<file path="config.mk">
export PLATFORM = sky130hd
export DESIGN_NAME = lcd_bus_pio
export DESIGN_NICKNAME = d
export VERILOG_FILES = /design/src/rtl/lcd_bus_pkg.sv /design/src/rtl/lcd_bus_fifo.sv /design/src/rtl/lcd_bus_pio.sv
export SDC_FILE = /design/constraint.sdc
export NUM_CORES = 1
export LEC_CHECK = 0
export CAP_MARGIN = 20
export CORE_UTILIZATION = 56
export CTS_CLUSTER_DIAMETER = 100
export DETAILED_ROUTE_END_ITERATION = 10
export GPL_ROUTABILITY_DRIVEN = 0
export MAX_ROUTING_LAYER = met4
export PLACE_DENSITY = 0.81
export SYNTH_ARGS = -nofsm -noshare
export SYNTH_HDL_FRONTEND = slang
export SYNTH_SLANG_ARGS = --single-unit
</file>
<file path="constraint.sdc">
create_clock -name clk -period 4 [get_ports clk]
set_input_delay 0.6 -clock clk [delete_from_list [all_inputs] [get_ports clk]]
set_output_delay 0.6 -clock clk [all_outputs]
set_load 0.01 [all_outputs]
</file>
<file path="src/rtl/lcd_bus_pkg.sv">
// Shared constants for the LCD bus PIO: register map, STATUS bit positions
// and the transfer FSM state encoding.
package lcd_bus_pkg;

    localparam logic [1:0] ADDR_DATA   = 2'd0;
    localparam logic [1:0] ADDR_STATUS = 2'd1;
    localparam logic [1:0] ADDR_PULSE  = 2'd2;
    localparam logic [1:0] ADDR_CTRL   = 2'd3;

    localparam int STAT_EMPTY = 0;
    localparam int STAT_FULL  = 1;
    localparam int STAT_BUSY  = 2;
    localparam int STAT_OVF   = 3;
    localparam int STAT_LEVEL = 8;

    localparam int CTRL_FLUSH = 0;

    typedef enum logic [1:0] {
        ST_IDLE  = 2'd0,
        ST_SETUP = 2'd1,
        ST_PULSE = 2'd2,
        ST_HOLD  = 2'd3
    } lcd_state_e;

endpackage

</file>
<file path="src/rtl/lcd_bus_fifo.sv">
// Synchronous FIFO buffering host words for the LCD bus sequencer.
// Ports: clk, reset, push/wdata, pop/rdata (show-ahead), flush, full, empty, level.
module lcd_bus_fifo #(
    parameter int WIDTH = 15,
    parameter int DEPTH = 4
) (
    input  logic                     clk,
    input  logic                     reset,
    input  logic                     push,
    input  logic [WIDTH-1:0]         wdata,
    input  logic                     pop,
    input  logic                     flush,
    output logic [WIDTH-1:0]         rdata,
    output logic                     full,
    output logic                     empty,
    output logic [$clog2(DEPTH):0]   level
);

    localparam int AW = $clog2(DEPTH);

    logic [WIDTH-1:0] mem [DEPTH];
    logic [AW:0]      wr_ptr;
    logic [AW:0]      rd_ptr;
    logic             do_push;
    logic             do_pop;

    // Flush dominates both push and pop in the same cycle.
    assign do_push = push && !full && !flush;
    assign do_pop  = pop && !empty && !flush;

    // Extra pointer MSB distinguishes full from empty on wrap.
    assign empty = (wr_ptr == rd_ptr);
    assign full  = (wr_ptr[AW] != rd_ptr[AW]) &&
                   (wr_ptr[AW-1:0] == rd_ptr[AW-1:0]);
    assign level = wr_ptr - rd_ptr;
    assign rdata = mem[rd_ptr[AW-1:0]];

    always_ff @(posedge clk or posedge reset) begin
        if (reset) begin
            wr_ptr <= '0;
            rd_ptr <= '0;
        end else if (flush) begin
            wr_ptr <= '0;
            rd_ptr <= '0;
        end else begin
            if (do_push) wr_ptr <= wr_ptr + 1'b1;
            if (do_pop)  rd_ptr <= rd_ptr + 1'b1;
        end
    end

    always_ff @(posedge clk) begin
        if (do_push) mem[wr_ptr[AW-1:0]] <= wdata;
    end

endmodule

</file>
<file path="src/rtl/lcd_bus_pio.sv">
// Avalon-MM LCD bus port: FIFO-buffered words replayed with setup/strobe/hold.
// Ports: clk, reset, address/chipselect/write_n/writedata/readdata, out_port, out_strobe.
module lcd_bus_pio
    import lcd_bus_pkg::*;
#(
    parameter int WIDTH         = 15,
    parameter int DEPTH         = 4,
    parameter int SETUP_CYCLES  = 2,
    parameter int HOLD_CYCLES   = 2,
    parameter int PULSE_BITS    = 8,
    parameter int PULSE_DEFAULT = 12
) (
    input  logic              clk,
    input  logic              reset,
    input  logic [1:0]        address,
    input  logic              chipselect,
    input  logic              write_n,
    input  logic [31:0]       writedata,
    output logic [31:0]       readdata,
    output logic [WIDTH-1:0]  out_port,
    output logic              out_strobe
);

    localparam int AW = $clog2(DEPTH);
    localparam int CW = 32;

    logic                  wr;
    logic                  push;
    logic                  pop;
    logic                  flush;
    logic [WIDTH-1:0]      fifo_rdata;
    logic                  full;
    logic                  empty;
    logic [AW:0]           level;
    lcd_state_e            state;
    logic [CW-1:0]         cnt;
    logic                  cnt_zero;
    logic [PULSE_BITS-1:0] pulse_len;
    logic [PULSE_BITS-1:0] pulse_lat;
    logic                  ovf;
    logic                  wdata_unused;

    assign wr       = chipselect && !write_n;
    assign push     = wr && (address == ADDR_DATA);
    assign flush    = wr && (address == ADDR_CTRL) && writedata[CTRL_FLUSH];
    assign pop      = (state == ST_IDLE) && !empty;
    assign cnt_zero = (cnt == '0);

    assign wdata_unused = ^writedata;

    lcd_bus_fifo #(
        .WIDTH (WIDTH),
        .DEPTH (DEPTH)
    ) u_fifo (
        .clk   (clk),
        .reset (reset),
        .push  (push),
        .wdata (writedata[WIDTH-1:0]),
        .pop   (pop),
        .flush (flush),
        .rdata (fifo_rdata),
        .full  (full),
        .empty (empty),
        .level (level)
    );

    // Pulse length is latched at word start so mid-transfer
    // register writes only affect the following word.
    always_ff @(posedge clk or posedge reset) begin
        if (reset) begin
            state      <= ST_IDLE;
            cnt        <= '0;
            out_port   <= '0;
            out_strobe <= 1'b0;
            pulse_lat  <= PULSE_BITS'(PULSE_DEFAULT);
        end else begin
            case (state)
                ST_IDLE: begin
                    if (!empty) begin
                        out_port  <= fifo_rdata;
                        cnt       <= CW'(SETUP_CYCLES - 1);
                        pulse_lat <= pulse_len;
                        state     <= ST_SETUP;
                    end
                end
                ST_SETUP: begin
                    if (cnt_zero) begin
                        out_strobe <= 1'b1;
                        cnt        <= CW'(pulse_lat) - 1'b1;
                        state      <= ST_PULSE;
                    end else begin
                        cnt <= cnt - 1'b1;
                    end
                end
                ST_PULSE: begin
                    if (cnt_zero) begin
                        out_strobe <= 1'b0;
                        cnt        <= CW'(HOLD_CYCLES - 1);
                        state      <= ST_HOLD;
                    end else begin
                        cnt <= cnt - 1'b1;
                    end
                end
                default: begin
                    if (cnt_zero) state <= ST_IDLE;
                    else          cnt   <= cnt - 1'b1;
                end
            endcase
        end
    end

    always_ff @(posedge clk or posedge reset) begin
        if (reset) begin
            pulse_len <= PULSE_BITS'(PULSE_DEFAULT);
            ovf       <= 1'b0;
        end else begin
            if (wr && (address == ADDR_PULSE)) begin
                // Zero would stall the counter; clamp to one cycle.
                if (writedata[PULSE_BITS-1:0] == '0)
                    pulse_len <= PULSE_BITS'(1);
                else
                    pulse_len <= writedata[PULSE_BITS-1:0];
            end
            // Full is sampled before any same-cycle pop.
            if (push && full && !flush)
                ovf <= 1'b1;
            else if (wr && (address == ADDR_STATUS) && writedata[STAT_OVF])
                ovf <= 1'b0;
        end
    end

    always_comb begin
        readdata = '0;
        case (address)
            ADDR_DATA:   readdata = 32'(out_port);
            ADDR_STATUS: begin
                readdata[STAT_EMPTY]         = empty;
                readdata[STAT_FULL]          = full;
                readdata[STAT_BUSY]          = (state != ST_IDLE);
                readdata[STAT_OVF]           = ovf;
                readdata[STAT_LEVEL +: AW+1] = level;
            end
            ADDR_PULSE:  readdata = 32'(pulse_len);
            default:     readdata = '0;
        endcase
    end

endmodule

</file>
* Word level (Yosys, flattened, before mapping)
Memories as Yosys holds them, arrays and structs flattened. A register that Yosys moved wholly into a read port is not among the register bits.
Cells that the tools add are included.
** Storage, ports and cells
- Register bits :: 58
- Memory bits (writable) :: 60
- Input port bits :: 38
- Output and inout bits :: 48
- Logic and storage cells :: 86
- Memories :: 1
** Memories
- u_fifo.mem :: depth 4, bits a word 15, read ports 1, clocked after memory_dff 1, write ports 1, RTL line lcd_bus_fifo.sv:21 : logic [WIDTH-1:0] mem [DEPTH];
** Cells by class
- $add $sub $neg :: 5
- Equal/unequal tests :: 12
- Multiplexer cells :: 26
- Bitwise gates (word level) :: 1
- Reduce and logical (&&, ||, !) cells :: 33
** Operators by type and width (number)
- 32-bit two-way mux :: 4
- 32-bit case mux with 3 select lines :: 1
- 32-bit zero test :: 1
- 32-bit by 1-bit subtractor with 32-bit output (second input constant) :: 1
- 1-bit logical AND :: 15
- 3-bit two-way mux :: 4
- 4-bit case mux with 3 select lines :: 1
- 2-bit nonzero test :: 6
- 8-bit by 1-bit subtractor with 9-bit output (second input constant) :: 1
- 8-bit zero test :: 1
- 2-bit two-way mux :: 4
- 8-bit two-way mux :: 1
- 4-bit case mux with 2 select lines :: 1
- 3-bit by 1-bit adder with 3-bit output (second input constant) :: 2
- 2-bit equality test (second input constant) :: 3
- 1-bit two-way mux :: 6
- 2-bit inequality test (second input constant) :: 3
- 2-bit case mux with 3 select lines :: 1
- 3-bit case mux with 2 select lines :: 1
- 2-bit by 1-bit equality test with 1-bit output (second input constant) :: 2
- 1-bit zero test :: 4
- 2-bit zero test :: 2
- 4-bit two-way mux :: 1
- 4-bit by 1-bit inequality test with 1-bit output (second input constant) :: 1
- 9 further kinds :: 10

* Longest topological paths before layout
- Depth after elaboration :: 8
- Mapped depth :: 11
- Mapped depth without buffers :: 8

* Hierarchy
A second synthesis with hierarchy kept.
** Second synthesis, totals
- Cell total of the unflattened synthesis :: 620
- Area, all modules :: 7036.7 sq um
** Modules (own cells, without submodules)
- lcd_bus_pio :: instances 1, cells each 474, area an instance 4272.8 sq um, sequential area each 1681.6 sq um
- lcd_bus_fifo :: instances 1, cells each 146, area an instance 2763.9 sq um, sequential area each 1951.9 sq um

* Worst setup path after synthesis
No wires, ideal clock.
- Kind :: reg-to-reg
- From :: register u_fifo.rd_ptr[1]
- To :: register out_port[0], read port of u_fifo.mem
- Library setup time :: 0.125 ns
- Arrival time :: 2.845 ns
- Required time :: 3.875 ns
- Setup slack :: 1.030 ns
- Cell stages (with the launch flop) :: 10
- Buffers on the path :: 4
- Period minus slack after synthesis :: 2.970 ns
- Cells stage by stage :: dfrtp_1 > clkbuf_1 > clkbuf_1 > inv_1 > ha_1 > and3_1 > clkbuf_1 > nor2_1 > clkbuf_1 > mux2_2
** On the way
- Longest elaborated chain between the ends :: 3
** Ends and longest elaborated chain
- start, declared :: RTL line lcd_bus_fifo.sv:23 : logic [AW:0] rd_ptr;
- start signal, assigned :: RTL line lcd_bus_fifo.sv:47 : if (do_pop) rd_ptr <= rd_ptr + 1'b1;
- 3-bit equality test :: RTL line lcd_bus_fifo.sv:32 : assign empty = (wr_ptr == rd_ptr);
- 1-bit NOT (no line)
- 2-bit AND reduction (no line)
- end, declared :: RTL line lcd_bus_pio.sv:20 : output logic [WIDTH-1:0] out_port,
Parallel ways exist; a longest one is shown, timed or not.
A chain may end at the register's enable or synchronous reset.

* Final worst setup path
- From :: input address[0]
- To :: output readdata[2]
** On the way
- Longest elaborated chain between the ends :: 2
- Elaborated cells on any way between the ends :: 4
- Classes of those cells :: 2 x eq/ne; 1 x mux; 1 x reduce/logical
** Ends and longest elaborated chain
- start, declared :: RTL line lcd_bus_pio.sv:15 : input logic [1:0] address,
- 2-bit equality test, or another cell as far along :: RTL line lcd_bus_pio.sv:134 : case (address)
- 4-bit case mux with 3 select lines (*) :: RTL line lcd_bus_pio.sv:134
- end, declared :: RTL line lcd_bus_pio.sv:19 : output logic [31:0] readdata,
Every way passes the cells marked *; elsewhere a longest branch is shown, timed or not.

==> results_tabular.tex <==
\begin{tabular}{lr}
\hline
Metric & Value \\
\hline
\multicolumn{2}{l}{\textbf{Routing}} \\
\quad Total via count after detailed routing & about 4900 \\
\quad Routed wire per std cell & just under 20 um \\
\quad Average via count per standard cell & between 6 and 7 \\
\quad Initial DRC Count & 340 \\
\quad DRC violation count after routing & 4 \\
\quad Post-detailed-route count of antenna-violating nets & 0 \\
\quad Post-Route WL & 15.2 mm \\
\quad First-pass detailed-route iteration total & 8 \\
\multicolumn{2}{l}{\textbf{Synthesis}} \\
\quad Share of the synthesized netlist area taken by xor and xnor gates & between 1 and 1.5\% \\
\quad Post-synthesis register bit count & 133 \\
\quad Number of distinct standard cells referenced by the synthesized netlist & 64 \\
\quad Average cell area after synthesis & around 12 um2 \\
\quad Cell types with the highest counts after synthesis & 69 x sky130\_fd\_sc\_hd\_\_dfrtp\_1, 60 x sky130\_fd\_sc\_hd\_\_edfxtp\_1, 42 x sky130\_fd\_sc\_hd\_\_nand2\_1, 39 x sky130\_fd\_sc\_hd\_\_nor2\_1, 35 x sky130\_fd\_sc\_hd\_\_o21ai\_0 \\
\quad Multiplexer fraction of the synthesized cell area & a little over a tenth \\
\quad Simple-gate share of the synthesized area & between 10\% and 20\% \\
\quad Share of synthesized area occupied by flip-flops and latches & between 50\% and 60\% \\
\quad Area leader, netlist & sky130\_fd\_sc\_hd\_\_edfxtp\_1 \\
\quad Share of synthesized registers carrying an async set or reset & between 50\% and 60\% \\
\quad Yosys top cell area share & 27.0\% \\
\quad Post-Synth Adder-Cell Area & under 10\% \\
\quad Cells taking the most area after synthesis & sky130\_fd\_sc\_hd\_\_edfxtp\_1 27\%, sky130\_fd\_sc\_hd\_\_dfrtp\_1 26\%, sky130\_fd\_sc\_hd\_\_mux4\_2 5.1\% \\
\quad Number of enable-type register cells in the synthesized netlist & 60 \\
\quad Synth Area in Compound Gates & roughly an eighth \\
\quad Flip-flop cell with the highest count after synthesis & sky130\_fd\_sc\_hd\_\_dfrtp\_1 \\
\quad Gate count after technology mapping & approximately 570 \\
\quad Most frequent cell after synthesis & sky130\_fd\_sc\_hd\_\_dfrtp\_1 \\
\quad Largest family of logic cells by synthesized area & simple AND/OR/NAND/NOR gates \\
\quad Warnings, synthesis & 0 \\
\quad Synthesized area & between 6000 and 7000 um2 \\
\multicolumn{2}{l}{\textbf{Clock network}} \\
\quad Maximum buffer depth of the clock tree & 2 \\
\quad Latest clock arrival within the worst-skew pair & 420 ps \\
\quad Hold buffers post-CTS & 0 \\
\quad Post-cts gate resize count & 0 \\
\quad CTS root buf & sky130\_fd\_sc\_hd\_\_clkbuf\_16 \\
\quad Clock tree from TritonCTS & built \\
\quad Cts bufs inserted & 17 \\
\quad Clk slew on worst S/H paths & approximately 60 ps \\
\quad Post-CTS setup repair buffer count & 0 \\
\quad H-tree depth & 4 \\
\quad TritonCTS Sinks & between 100 and 150 \\
\multicolumn{2}{l}{\textbf{Power and ir drop}} \\
\quad Net switching power & 2.31 mW \\
\quad Net Sw Frac & between 30\% and 40\% \\
\quad Max IR drop VDD & about 610 uV \\
\quad Cell Pwr Density & around 780 nW/um2 \\
\quad Static Leak & approximately 3.2 nW \\
\quad Cell internal pwr & 3.89 mW \\
\quad Fraction of power consumed by sequential logic & between 30\% and 40\% \\
\quad Clock group share of total power & 25.0\% \\
\quad Share of power burned in combinational logic & approximately 43\% \\
\multicolumn{2}{l}{\textbf{Global routing}} \\
\quad Largest net degree at the start of global routing & 50 \\
\quad Aggregate global routing overflow & 0 \\
\quad Antenna violations before repair & 0 \\
\quad Wire length of the first global-routing pass & between 20 and 25 mm \\
\quad Overall global routing resource usage & a little over a quarter \\
\quad Vias in the first global route & $\sim$5000 \\
\multicolumn{2}{l}{\textbf{Finish}} \\
\quad Growth of design area from synthesis to finish & 18.5\% \\
\quad Final-stage net count & just under 700 \\
\quad Number of antenna diodes & 0 \\
\quad Fraction of final layout cells with drive strength greater than 1 & between 10\% and 20\% \\
\quad Layout filler cell count & 800 \\
\multicolumn{2}{l}{\textbf{STA}} \\
\quad Max-slew violations & 0 \\
\quad Crit share post-route & $\sim$80\% \\
\quad Final total negative setup slack & 0 ps \\
\quad Endpoints failing setup & 0 \\
\quad Post-Route Skew & around 9 ps \\
\quad Fmax & a little over 300 MHz \\
\quad Worst setup margin & $\sim$750 ps \\
\quad Setup repair after global routing missed its margin & no \\
\quad Number of hold violations in the final report & 0 \\
\quad Shortest clock period the worst path allows after layout & roughly 3300 ps \\
\quad Max-Slew Margin vs Limit & 35.4\% \\
\quad Worst Max-Slew Pin Slew & between 900 and 1000 ps \\
\multicolumn{2}{l}{\textbf{Min path}} \\
\quad Capture endpoint of the worst hold path & pulse\_lat[2]\$\_DFFE\_PP1P\_ \\
\quad Worst hold start & pulse\_len[2]\$\_DFFE\_PP1P\_ \\
\quad Cells on Worst Hold Path & 2 \\
\quad Class of the worst hold path & reg2reg \\
\multicolumn{2}{l}{\textbf{Setup path}} \\
\quad Largest fanout on the critical path & 11 \\
\quad Reg-to-reg endpoint & cnt[6]\$\_DFFE\_PP0P\_ \\
\quad Arrival @ worst endpoint & around 2700 ps \\
\quad Critical R2R Launch & cnt[0]\$\_DFFE\_PP0P\_ \\
\quad Required time at the worst-slack endpoint & around 3400 ps \\
\quad Crit path capture type & output pin \\
\quad Type of the worst setup path & in2out \\
\quad Cells on worst reg2reg path & 8 \\
\quad Crit path launch type & primary input \\
\quad Register-to-register path setup slack & $\sim$750 ps \\
\multicolumn{2}{l}{\textbf{Job}} \\
\quad Max Cap Viol & 0 \\
\multicolumn{2}{l}{\textbf{Place}} \\
\quad Port Buffer Count & roughly 50 \\
\quad HPWL after detailed placement & between 9 and 10 mm \\
\quad Dpl ws & 825 ps \\
\multicolumn{2}{l}{\textbf{Floorplanning}} \\
\quad Die span in y & between 100 and 150 um \\
\quad Number of rows in the core area & 39 \\
\quad Die outline width & roughly 110 um \\
\quad Area of the die & about 12000 um2 \\
\quad Initial standard-cell utilization of the core & between 50\% and 60\% \\
\quad Number of placed I/O pins & between 80 and 90 \\
\quad Core region area & roughly 12000 um2 \\
\multicolumn{2}{l}{\textbf{Outcome}} \\
\quad Failing checks & DRC \\
\quad Outcome & complete, but fails checks \\
\hline
\end{tabular}
==> layout make-up <==
cell class | instances | area [um2] | share of cell area, %
Sequential cell | 133 | 3630 | 46.0
Multi-Input combinational cell | 379 | 2730 | 34.6
Timing Repair Buffer | 70 | 673 | 8.52
Clock buffer | 22 | 474 | 6.00
Tap cell | 143 | 179 | 2.26
Clock inverter | 10 | 121 | 1.54
Inverter | 23 | 86.3 | 1.09
==> cells by family after synthesis <==
group | after synthesis
and+or+nand+nor | 161
other | 1
AOI/OAI and AO/OA | 125
xor gates and xnor gates | 11
muxes | 51
buffers and inverters | 76
adders and majority gates | 14
DFF | 133
==> state kept, by name (all words and copies together) (netlist names), 2 cells and up <==
register and cells:
cnt 32, out_port 15, pulse_lat 8, pulse_len 8, state 2, u_fifo.mem 60
u_fifo.rd_ptr 3, u_fifo.wr_ptr 3
==> power by group through the flow <==
stage / logic, mW / clock network (mW) / registers (mW)
global placement: 2.45 / 0 / 2.00
global route: 2.87 / 1.64 / 2.05
detailed placement: 2.56 / 0 / 2.02
finish: 2.63 / 1.55 / 2.01
floorplan: 1.81 / 0 / 1.99
CTS: 2.59 / 1.57 / 2.01
==> worst max-delay path, stage by stage <==
cell                              delay [ps]
sky130_fd_sc_hd__clkdlybuf4s50_1         560
sky130_fd_sc_hd__buf_4                   270
sky130_fd_sc_hd__nor2b_1                 290
sky130_fd_sc_hd__nand2_1                  90
sky130_fd_sc_hd__o21ai_0                 190
sky130_fd_sc_hd__clkdlybuf4s50_1         640
==> worst max path at each step <==
stage / end / slack, ps / startpoint / cells past startpoint
floorplan: out_port[0]$_DFFE_PP0P_ / 1030 / u_fifo.rd_ptr[1]$_DFFE_PP0P_ / 9
global placement: readdata[2] / 890 / address[0] / 6
detailed placement: cnt[6]$_DFFE_PP0P_ / 830 / cnt[0]$_DFFE_PP0P_ / 8
CTS: readdata[2] / 780 / address[0] / 6
global route: cnt[6]$_DFFE_PP0P_ / 650 / cnt[0]$_DFFE_PP0P_ / 9
finish: readdata[2] / 750 / address[0] / 6
==> per-stage QoR <==
step / hold WS [ps] / area, um2 / util [%] / total power [mW] / std cells
2_1_floorplan: 440 / 6730 / - / 3.80 / 588
3_3_place_gp: 454 / 7280 / 63.2 / 4.45 / 747
4_1_cts: 474 / 7870 / 68.4 / 6.17 / 779
3_5_place_dp: 456 / 7280 / 63.2 / 4.58 / 747
6_report: 473 / 7900 / 68.6 / 6.19 / 780
5_1_grt: 491 / 7900 / 68.6 / 6.56 / 780
==> cell usage in the layout (no fill, tap or decap), drive strengths merged, types with 4 or more instances in the layout <==
master	count
nand2	42
nand4	5
mux4	15
clkdlybuf4s50	51
o22ai	8
nor3	20
nand3	4
a21oi	27
dfstp	4
mux2i	14
dfrtp	69
nor2	39
clkbuf	22
clkinvlp	4
a21o	4
nor4	14
inv	24
xnor2	6
ha	13
mux2	22
o21ai	37
or4	8
o2bb2ai	5
and2	8
xor2	5
a31oi	11
conb	17
buf	19
or3	6
o31ai	4
a22o	9
edfxtp	60
==> per-layer routing <==
metal	GRT usage, %	routed length [um]	up-vias
li1	-	-	2199
met1	30.2	6040	2438
met2	45.5	7880	199
met3	8.31	882	39
met4	11.5	425	0
met5	-	0	-
No activity file was read; power rests on OpenSTA's default activity.
